File: src/rtl/result_bcd_display_pkg.sv
// Shared types and 7-segment constants for the result display path.
// Active-low segment order is {g,f,e,d,c,b,a}.
package calc_display_pkg;

  typedef enum logic [1:0] {
    IDLE   = 2'd0,
    SHIFT  = 2'd1,
    ENCODE = 2'd2
  } state_t;

  localparam logic [6:0] SEG_BLANK = 7'b1111111;
  localparam logic [6:0] SEG_MINUS = 7'b0111111;
  localparam logic [6:0] SEG_E     = 7'b0000110;
  localparam logic [6:0] SEG_R     = 7'b0101111;

  // Entry [n] is the pattern for decimal digit n.
  localparam logic [9:0][6:0] SEG_DIGITS = {
    7'b0010000,  // 9
    7'b0000000,  // 8
    7'b1111000,  // 7
    7'b0000010,  // 6
    7'b0010010,  // 5
    7'b0011001,  // 4
    7'b0110000,  // 3
    7'b0100100,  // 2
    7'b1111001,  // 1
    7'b1000000   // 0
  };

  function automatic logic [6:0] digit_to_seg(input logic [3:0] digit);
    logic [6:0] seg;
    seg = SEG_BLANK;
    if (digit <= 4'd9) seg = SEG_DIGITS[digit];
    return seg;
  endfunction

endpackage

File: src/rtl/result_bcd_display_if.sv
// Result handshake between the calculator datapath (master) and the
// BCD display stage (slave).
interface result_bcd_display_if;
  logic       in_valid;
  logic       in_ready;
  logic [7:0] in_data;
  logic       in_negative;
  logic       in_div_by_zero;

  modport master (
    output in_valid,
    output in_data,
    output in_negative,
    output in_div_by_zero,
    input  in_ready
  );

  modport slave (
    input  in_valid,
    input  in_data,
    input  in_negative,
    input  in_div_by_zero,
    output in_ready
  );
endinterface

File: src/rtl/result_bcd_display_seg7_encoder.sv
// Combinational BCD digit to active-low 7-segment decoder.
// Non-decimal codes (10..15) decode to a blank digit.
module seg7_encoder
  import calc_display_pkg::*;
(
  input  logic [3:0] digit,
  output logic [6:0] seg
);

  assign seg = digit_to_seg(digit);

endmodule

File: src/rtl/result_bcd_display.sv
// Multi-cycle binary-to-BCD (double-dabble) converter driving three
// registered active-low 7-segment displays. Optional: LEADING_ZERO_BLANK_EN.
module result_bcd_display
  import calc_display_pkg::*;
(
  input  logic                 clk,
  input  logic                 reset,
  result_bcd_display_if.slave  bus,
  output logic [6:0]           seg_hundreds,
  output logic [6:0]           seg_tens,
  output logic [6:0]           seg_ones,
  output logic                 out_valid,
  output logic                 busy
);

  state_t      state, state_nxt;
  logic [2:0]  cnt;
  logic        cnt_load;
  logic        seg_load;
  logic        xfer;

  logic [7:0]  bin_q;
  logic [11:0] bcd_q;
  logic [11:0] bcd_adj;
  logic        neg_q;
  logic        dbz_q;

  logic [6:0]  enc_h, enc_t, enc_o;
  logic [6:0]  nxt_h, nxt_t, nxt_o;

  function automatic logic [11:0] add3_nibbles(input logic [11:0] v);
    logic [11:0] r;
    logic [3:0]  nib;
    r = v;
    for (int i = 0; i < 3; i++) begin
      nib = v[4*i +: 4];
      if (nib >= 4'd5) r[4*i +: 4] = nib + 4'd3;
    end
    return r;
  endfunction

  assign xfer         = bus.in_valid && bus.in_ready;
  assign bus.in_ready = (state == IDLE);
  assign busy         = (state != IDLE);
  assign bcd_adj      = add3_nibbles(bcd_q);

  // Control: FSM state and iteration counter
  always_ff @(posedge clk or negedge reset) begin
    if (!reset) begin
      state <= IDLE;
      cnt   <= 3'd0;
    end else begin
      state <= state_nxt;
      if (cnt_load)
        cnt <= 3'd7;
      else if (state == SHIFT && cnt != 3'd0)
        cnt <= cnt - 3'd1;
    end
  end

  always_comb begin
    state_nxt = state;
    cnt_load  = 1'b0;
    seg_load  = 1'b0;
    case (state)
      IDLE: begin
        if (xfer) begin
          cnt_load  = 1'b1;
          state_nxt = bus.in_div_by_zero ? ENCODE : SHIFT;
        end
      end
      SHIFT: begin
        if (cnt == 3'd0) state_nxt = ENCODE;
      end
      ENCODE: begin
        seg_load  = 1'b1;
        state_nxt = IDLE;
      end
      default: state_nxt = IDLE;
    endcase
  end

  // Datapath: capture and shift-and-add-3; contents are don't-care in IDLE
  always_ff @(posedge clk) begin
    if (xfer) begin
      bin_q <= bus.in_data;
      bcd_q <= 12'd0;
      neg_q <= bus.in_negative;
      dbz_q <= bus.in_div_by_zero;
    end else if (state == SHIFT) begin
      {bcd_q, bin_q} <= {bcd_adj, bin_q} << 1;
    end
  end

  seg7_encoder u_enc_hundreds (.digit(bcd_q[11:8]), .seg(enc_h));
  seg7_encoder u_enc_tens     (.digit(bcd_q[7:4]),  .seg(enc_t));
  seg7_encoder u_enc_ones     (.digit(bcd_q[3:0]),  .seg(enc_o));

  always_comb begin
    nxt_h = enc_h;
    nxt_t = enc_t;
    nxt_o = enc_o;
    if (dbz_q) begin
      nxt_h = SEG_E;
      nxt_t = SEG_R;
      nxt_o = SEG_R;
    end else begin
      if (neg_q)
        nxt_h = SEG_MINUS;
`ifdef LEADING_ZERO_BLANK_EN
      else if (bcd_q[11:8] == 4'd0)
        nxt_h = SEG_BLANK;
      if (bcd_q[11:4] == 8'd0)
        nxt_t = SEG_BLANK;
`endif
    end
  end

  // Output stage: displays hold their value until the next ENCODE
  always_ff @(posedge clk or negedge reset) begin
    if (!reset) begin
      seg_hundreds <= SEG_BLANK;
      seg_tens     <= SEG_BLANK;
      seg_ones     <= SEG_BLANK;
      out_valid    <= 1'b0;
    end else begin
      out_valid <= seg_load;
      if (seg_load) begin
        seg_hundreds <= nxt_h;
        seg_tens     <= nxt_t;
        seg_ones     <= nxt_o;
      end
    end
  end

endmodule

File: src/flat_wrapper.sv
// flat-port wrapper written by rule: the top's interface ports become plain ports
module result_bcd_display_flat import calc_display_pkg::*;
  (clk, reset, seg_hundreds, seg_tens, seg_ones, out_valid, busy, bus_in_valid, bus_in_data, bus_in_negative, bus_in_div_by_zero, bus_in_ready);
  result_bcd_display_if bus_i ();
  input  logic clk;
  input  logic reset;
  output logic [6:0] seg_hundreds;
  output logic [6:0] seg_tens;
  output logic [6:0] seg_ones;
  output logic out_valid;
  output logic busy;
  input wire logic [$bits(bus_i.in_valid)-1:0] bus_in_valid;
  input wire logic [$bits(bus_i.in_data)-1:0] bus_in_data;
  input wire logic [$bits(bus_i.in_negative)-1:0] bus_in_negative;
  input wire logic [$bits(bus_i.in_div_by_zero)-1:0] bus_in_div_by_zero;
  output wire logic [$bits(bus_i.in_ready)-1:0] bus_in_ready;
  assign bus_i.in_valid = bus_in_valid;
  assign bus_i.in_data = bus_in_data;
  assign bus_i.in_negative = bus_in_negative;
  assign bus_i.in_div_by_zero = bus_in_div_by_zero;
  assign bus_in_ready = bus_i.in_ready;
  result_bcd_display u_core (.clk(clk), .reset(reset), .bus(bus_i), .seg_hundreds(seg_hundreds), .seg_tens(seg_tens), .seg_ones(seg_ones), .out_valid(out_valid), .busy(busy));
endmodule
File: config.mk
export PLATFORM = sky130hd
export DESIGN_NAME = result_bcd_display_flat
export DESIGN_NICKNAME = d
export VERILOG_FILES = /design/src/rtl/result_bcd_display_pkg.sv /design/src/rtl/result_bcd_display_if.sv /design/src/rtl/result_bcd_display_seg7_encoder.sv /design/src/rtl/result_bcd_display.sv /design/src/flat_wrapper.sv
export SDC_FILE = /design/constraint.sdc
export NUM_CORES = 1
export LEC_CHECK = 0
export ABC_AREA = 1
export CAP_MARGIN = 10
export CORE_AREA = 3 3 78 80
export CTS_CLUSTER_DIAMETER = 80
export DETAILED_ROUTE_END_ITERATION = 10
export DIE_AREA = 0 0 81 83
export PLACE_DENSITY_LB_ADDON = 0.1
export SETUP_SLACK_MARGIN = 0.2
export SYNTH_ARGS = -nofsm -noshare
export SYNTH_HDL_FRONTEND = slang
export SYNTH_HIERARCHICAL = 1
export SYNTH_SLANG_ARGS = --single-unit
File: constraint.sdc
create_clock -name clk -period 1.85 [get_ports clk]
set_clock_uncertainty 0.2 [all_clocks]
set_input_delay 0.555 -clock clk [delete_from_list [all_inputs] [get_ports clk]]
set_output_delay 0.555 -clock clk [all_outputs]
set_load 0.01 [all_outputs]
======== Word level (Yosys, flattened, before mapping) ========
Memory sizes are Yosys's and may differ from the RTL's. A register that Yosys moved wholly into a read port is not among the register bits.
Cells that the tools add are included.
cells by class
  eq/ne operators ......................... 4
  reductions and logical operators ........ 9
  multiplexer cells ....................... 30
  order comparisons ....................... 9
  $add $sub $neg .......................... 4
operators by type and width
  operator               count
  $mux W7                10
  $mux W4                8
  $mux W8                2
  $lt A4 B5 Y1 const B   3
  $ge A4 B3 Y1 const B   3
  $le A4 B4 Y1 const B   3
  $mux W3                3
  $add A4 B2 Y4 const B  2
  $mux W2                3
  $reduce_bool A2 Y1     3
  $ne A2 B2 Y1 const B   2
  $pmux W2 S2            1
  $add A3 B2 Y3 const B  1
  $logic_not A3 Y1       1
  $mux W1                3
  $reduce_bool A3 Y1     1
  $sub A3 B1 Y3 const B  1
  $eq A2 B1 Y1 const B   1
  $eq A2 B2 Y1 const B   1
  $logic_and A1 B1 Y1    2
  $logic_not A2 Y1       1
  $reduce_and A2 Y1      1
storage, ports and cells
  register bits after elaboration ......... 49
  bits in read-only memories .............. 336
  word-level logic and storage cells ...... 69
  input port bits ......................... 13
  output and inout port bits .............. 24
  memories kept ........................... 3
memory list
  name             words  bits a word  read ports  clocked after memory_dff  write ports  line                          RTL
  (no name shown)  16     7            1           1                         0            result_bcd_display_pkg.sv:33  if (digit <= 4'd9) seg = SEG_DIGITS[digit];
  (no name shown)  16     7            1           1                         0            result_bcd_display_pkg.sv:33
  (no name shown)  16     7            1           1                         0            result_bcd_display_pkg.sv:33

======== Longest topological paths before layout ========
  depth after elaboration ................. 5
  mapped depth ............................ 9
  depth with buffers taken out ............ 9

======== Cells and area by module ========
The synthesis kept the hierarchy.
by module, submodules not included
  module              area an instance (sq um)  instances  cells each
  result_bcd_display  2,309.7                   1          255
  seg7_encoder        196.4                     3          31

======== Worst setup path after synthesis ========
OpenSTA, ideal clock, no wires.
  path type ............................... register to output
  from .................................... register u_core.state[1]
  to ...................................... output busy
  data required time ...................... 1.095 ns
  cell stages (with the launch flop) ...... 3
  setup slack ............................. 0.364 ns
  arrival ................................. 0.731 ns
  cells stage by stage .................... dfrtp_1 -> nor2_2 -> inv_1
on the way
  longest elaborated chain between the ends .. 1
ends and longest elaborated chain
  element                 line                      RTL
  start, declared         result_bcd_display.sv:16  state_t state, state_nxt;
  start signal, assigned  result_bcd_display.sv:53  state <= state_nxt;
  $reduce_bool A2 Y1      result_bcd_display.sv:44  assign busy = (state != IDLE);
  end, declared           flat_wrapper.sv:11        output logic busy;
Every way passes these cells.

======== Final worst setup path ========
Ends and elaborated chain as after synthesis.

==> impl_results.md <==
- Vias: 2,339
- Core ar.: 5470 µm²
- XOR/XNOR share of the synthesized area: 0%
- Clock transition at path regs: 0.09 ns
- Max-cap violations: 0
- I/O pin cnt: 37
- Combinational family with the most area after synthesis: simple AND/OR/NAND/NOR gates
- P_leak: 0.00176 µW
- CTS Root Cell: clkbuf_8
- Fin crit period: 1.77 ns
- GRT Total Usage: 18.0%
- Total gr overflow: 0
- Clk sinks: 49
- Routability cong.: 0.827
- Worst Slack Setup Final: 0.0829 ns
- H-tree depth: 2
- Multiplexer share of the synthesized area: 0%
- #FFs+latches synth: 49
- WL final: 5660 µm
- Crit path from: u_core/state[1]$_DFFE_PN0P_
- Post-synthesis sequential area ratio: 42.9%
- Mean routed wirelength per cell: 11.8 µm
- Status: completed
- Syn nets: 384
- Detail Placement HPWL: 4120 µm
- Pwr/cell area: 1510 nW/µm²
- CTS Hold Bufs: 0
- Fmax: 0.566 GHz
- Worst relative slew slack: 72.7%
- Most frequent cells in the layout: nand2_1, inv_1, nor2_1
- Share of layout cells above drive strength 1: 31.8%
- Synth cell types: 29
- Pre-antenna DRT Iters: 4
- Slew Viols, Final: 0
- Worst Path Max Fanout: 3
- Hold Fails Final Rpt: 0
- Post-Synth Simple-Gate Area: 30.4%
- Antenna diodes: 0
- FILL cells: 492
- Crit share post-route: 95.5%
- Post-Place Worst Slack: -0.0960 ns
- R2R setup slack: 0.27 ns
- Post-route ant nets: 0
- Worst VDD drop: 0.000637 V
- Fin nets: 444
- Die H: 83 µm
- Vias in the first global route: 2,251
- Worst hold path startpoint: u_core/seg_hundreds[4]$_DFFE_PN1P_
- Worst R2R Path Depth: 7
- Initial DRC count: 50
- Critical path arrival: 1.01 ns
- Global-route wire length before repair: 9680 µm
- Startpoint Class: flop
- Num CTS Buffers: 5
- Total power draw: 5410 µW
- Commonest non-fill, non-tap cell in the layout: nand2_1
- Starting Density: 53.0%
- Reg-to-reg critical path endpoint: u_core/bcd_q[11]$_SDFFE_PP0P_
- Die area: 6720 µm²
- Worst Hold Class: reg -> reg
- Vias per std cell: 4.86
- Slew @ Worst Pin: 0.409 ns
- Final Util: 65.5%
- Post-synthesis adder-cell area fraction: 9.93%
- Largest net degree at the start of global routing: 28
- Hold Path Sink: u_core/seg_hundreds[4]$_DFFE_PN1P_
- Final setup fails: 0
- Syn_area_per_cell: 8.33 µm²
- CP Class: reg -> out
- Synthesis warning total: 6
- Mapped Cells: 348
- Synth Area in Compound Gates: 7.90%
- WHS Path Cells: 2
- FP Rows: 27
- RR Startpoint: u_core/state[1]$_DFFE_PN0P_
- Die Width: 81 µm
- DRC: 0
- Synth Cell Area: 2900 µm²
- Required time worst endpoint: 1.09 ns
- CTS tree: done
- Setup crit end kind: output pin
- Post-synth top area share: 19.0%
- Clock Latency Late Sink: 0.30 ns
- Area leader, netlist: dfstp_2
- # port buffers: 36
- RSZ-0062 raised after global routing: yes
- Main area contributors after synthesis: dfstp_2, nand2_1, edfxtp_1, ha_1, dfxtp_1
- Initial antenna violation count: 0
- Clock buffer depth: 2
- Setup TNS: 0 ns
- Area growth syn-to-layout: 23.7%
[metrics by stage]
step	hold WS (ns)	instances	instance area (µm²)
floorplan	0.0594	348	2900
global placement	0.238	461	3370
detailed placement	0.250	461	3370
CTS	0.283	480	3560
global route	0.305	481	3580
finish	0.278	481	3580
[cells by family (layout without fill, tap and decap cells)]
| kind of cell | Yosys count | in the layout |
|---|---|---|
| and+or+nand+nor | 186 | 186 |
| DFF | 49 | 49 |
| buffers and inverters | 52 | 113 |
| adders and majority gates | 23 | 23 |
| AOI/OAI and AO/OA | 38 | 38 |
[layer usage]
layer  up-vias  track usage (%)  share of wire, %
li1       1216                -                 -
met1      1062             21.8                45
met2        54             31.8                50
met3         7             3.90               4.5
met4         0             4.30               1.2
met5         -                0                 0
[where the power goes]
group	internal, µW	switching (µW)
Combinational	1280	1420
Sequential	1730	351
Clock	266	368
[critical path: stages (launching register included)]
cell and delay [ns]:
dfrtp_1 0.41, nor2_4 0.14, inv_2 0.05, buf_6 0.11
[sequential cells by signal, indices dropped and copies added, names as in the netlist]
name / flops
u_core/seg_ones: 7
u_core/cnt: 3
u_core/seg_tens: 7
u_core/dbz_q: 1
u_core/state: 2
u_core/bcd_q: 12
u_core/neg_q: 1
u_core/bin_q: 8
u_core/seg_hundreds: 7
u_core/out_valid: 1
[cell usage after synthesis, drive strengths merged]
master / count
edfxtp: 10
buf: 6
a21oi: 6
o21ai: 28
dfstp: 21
nand4: 1
nor2: 50
dfxtp: 12
dfrtp: 6
inv: 46
nand3b: 3
ha: 23
nand3: 29
a22o: 4
nor3: 1
nand2: 102
[how the worst max path moves through the flow]
stage / endpoint / slack (ns) / cells past startpoint
2_1_floorplan: busy / 0.36 / 2
3_3_place_gp: u_core/bcd_q[2]$_SDFFE_PP0P_ / -0.05 / 6
3_5_place_dp: u_core/bcd_q[1]$_SDFFE_PP0P_ / -0.1 / 6
4_1_cts: busy / 0.03 / 3
5_1_grt: busy / 0.02 / 3
6_report: busy / 0.08 / 3
[layout make-up]
cell class	instances	area (µm²)	share of cell area, %
Clock buffer	5	68.8	1.92
Tap cell	72	90.1	2.51
Clock inverter	3	22.5	0.628
Inverter	46	180	5.03
Timing Repair Buffer	59	563	15.7
Sequential cell	49	1250	34.9
Multi-Input combinational cell	247	1410	39.3
[what timing repair did]
| item | in CTS | in global routing |
|---|---|---|
| buffers inserted | 11 | 1 |
| gates resized for setup | 116 | 15 |
| endpoints found under the hold margin | 0 | 0 |
| pin swaps | 1 | 1 |
| setup endpoints to repair | 24 | 42 |
Note: power is estimated with default switching activity, not from simulation.
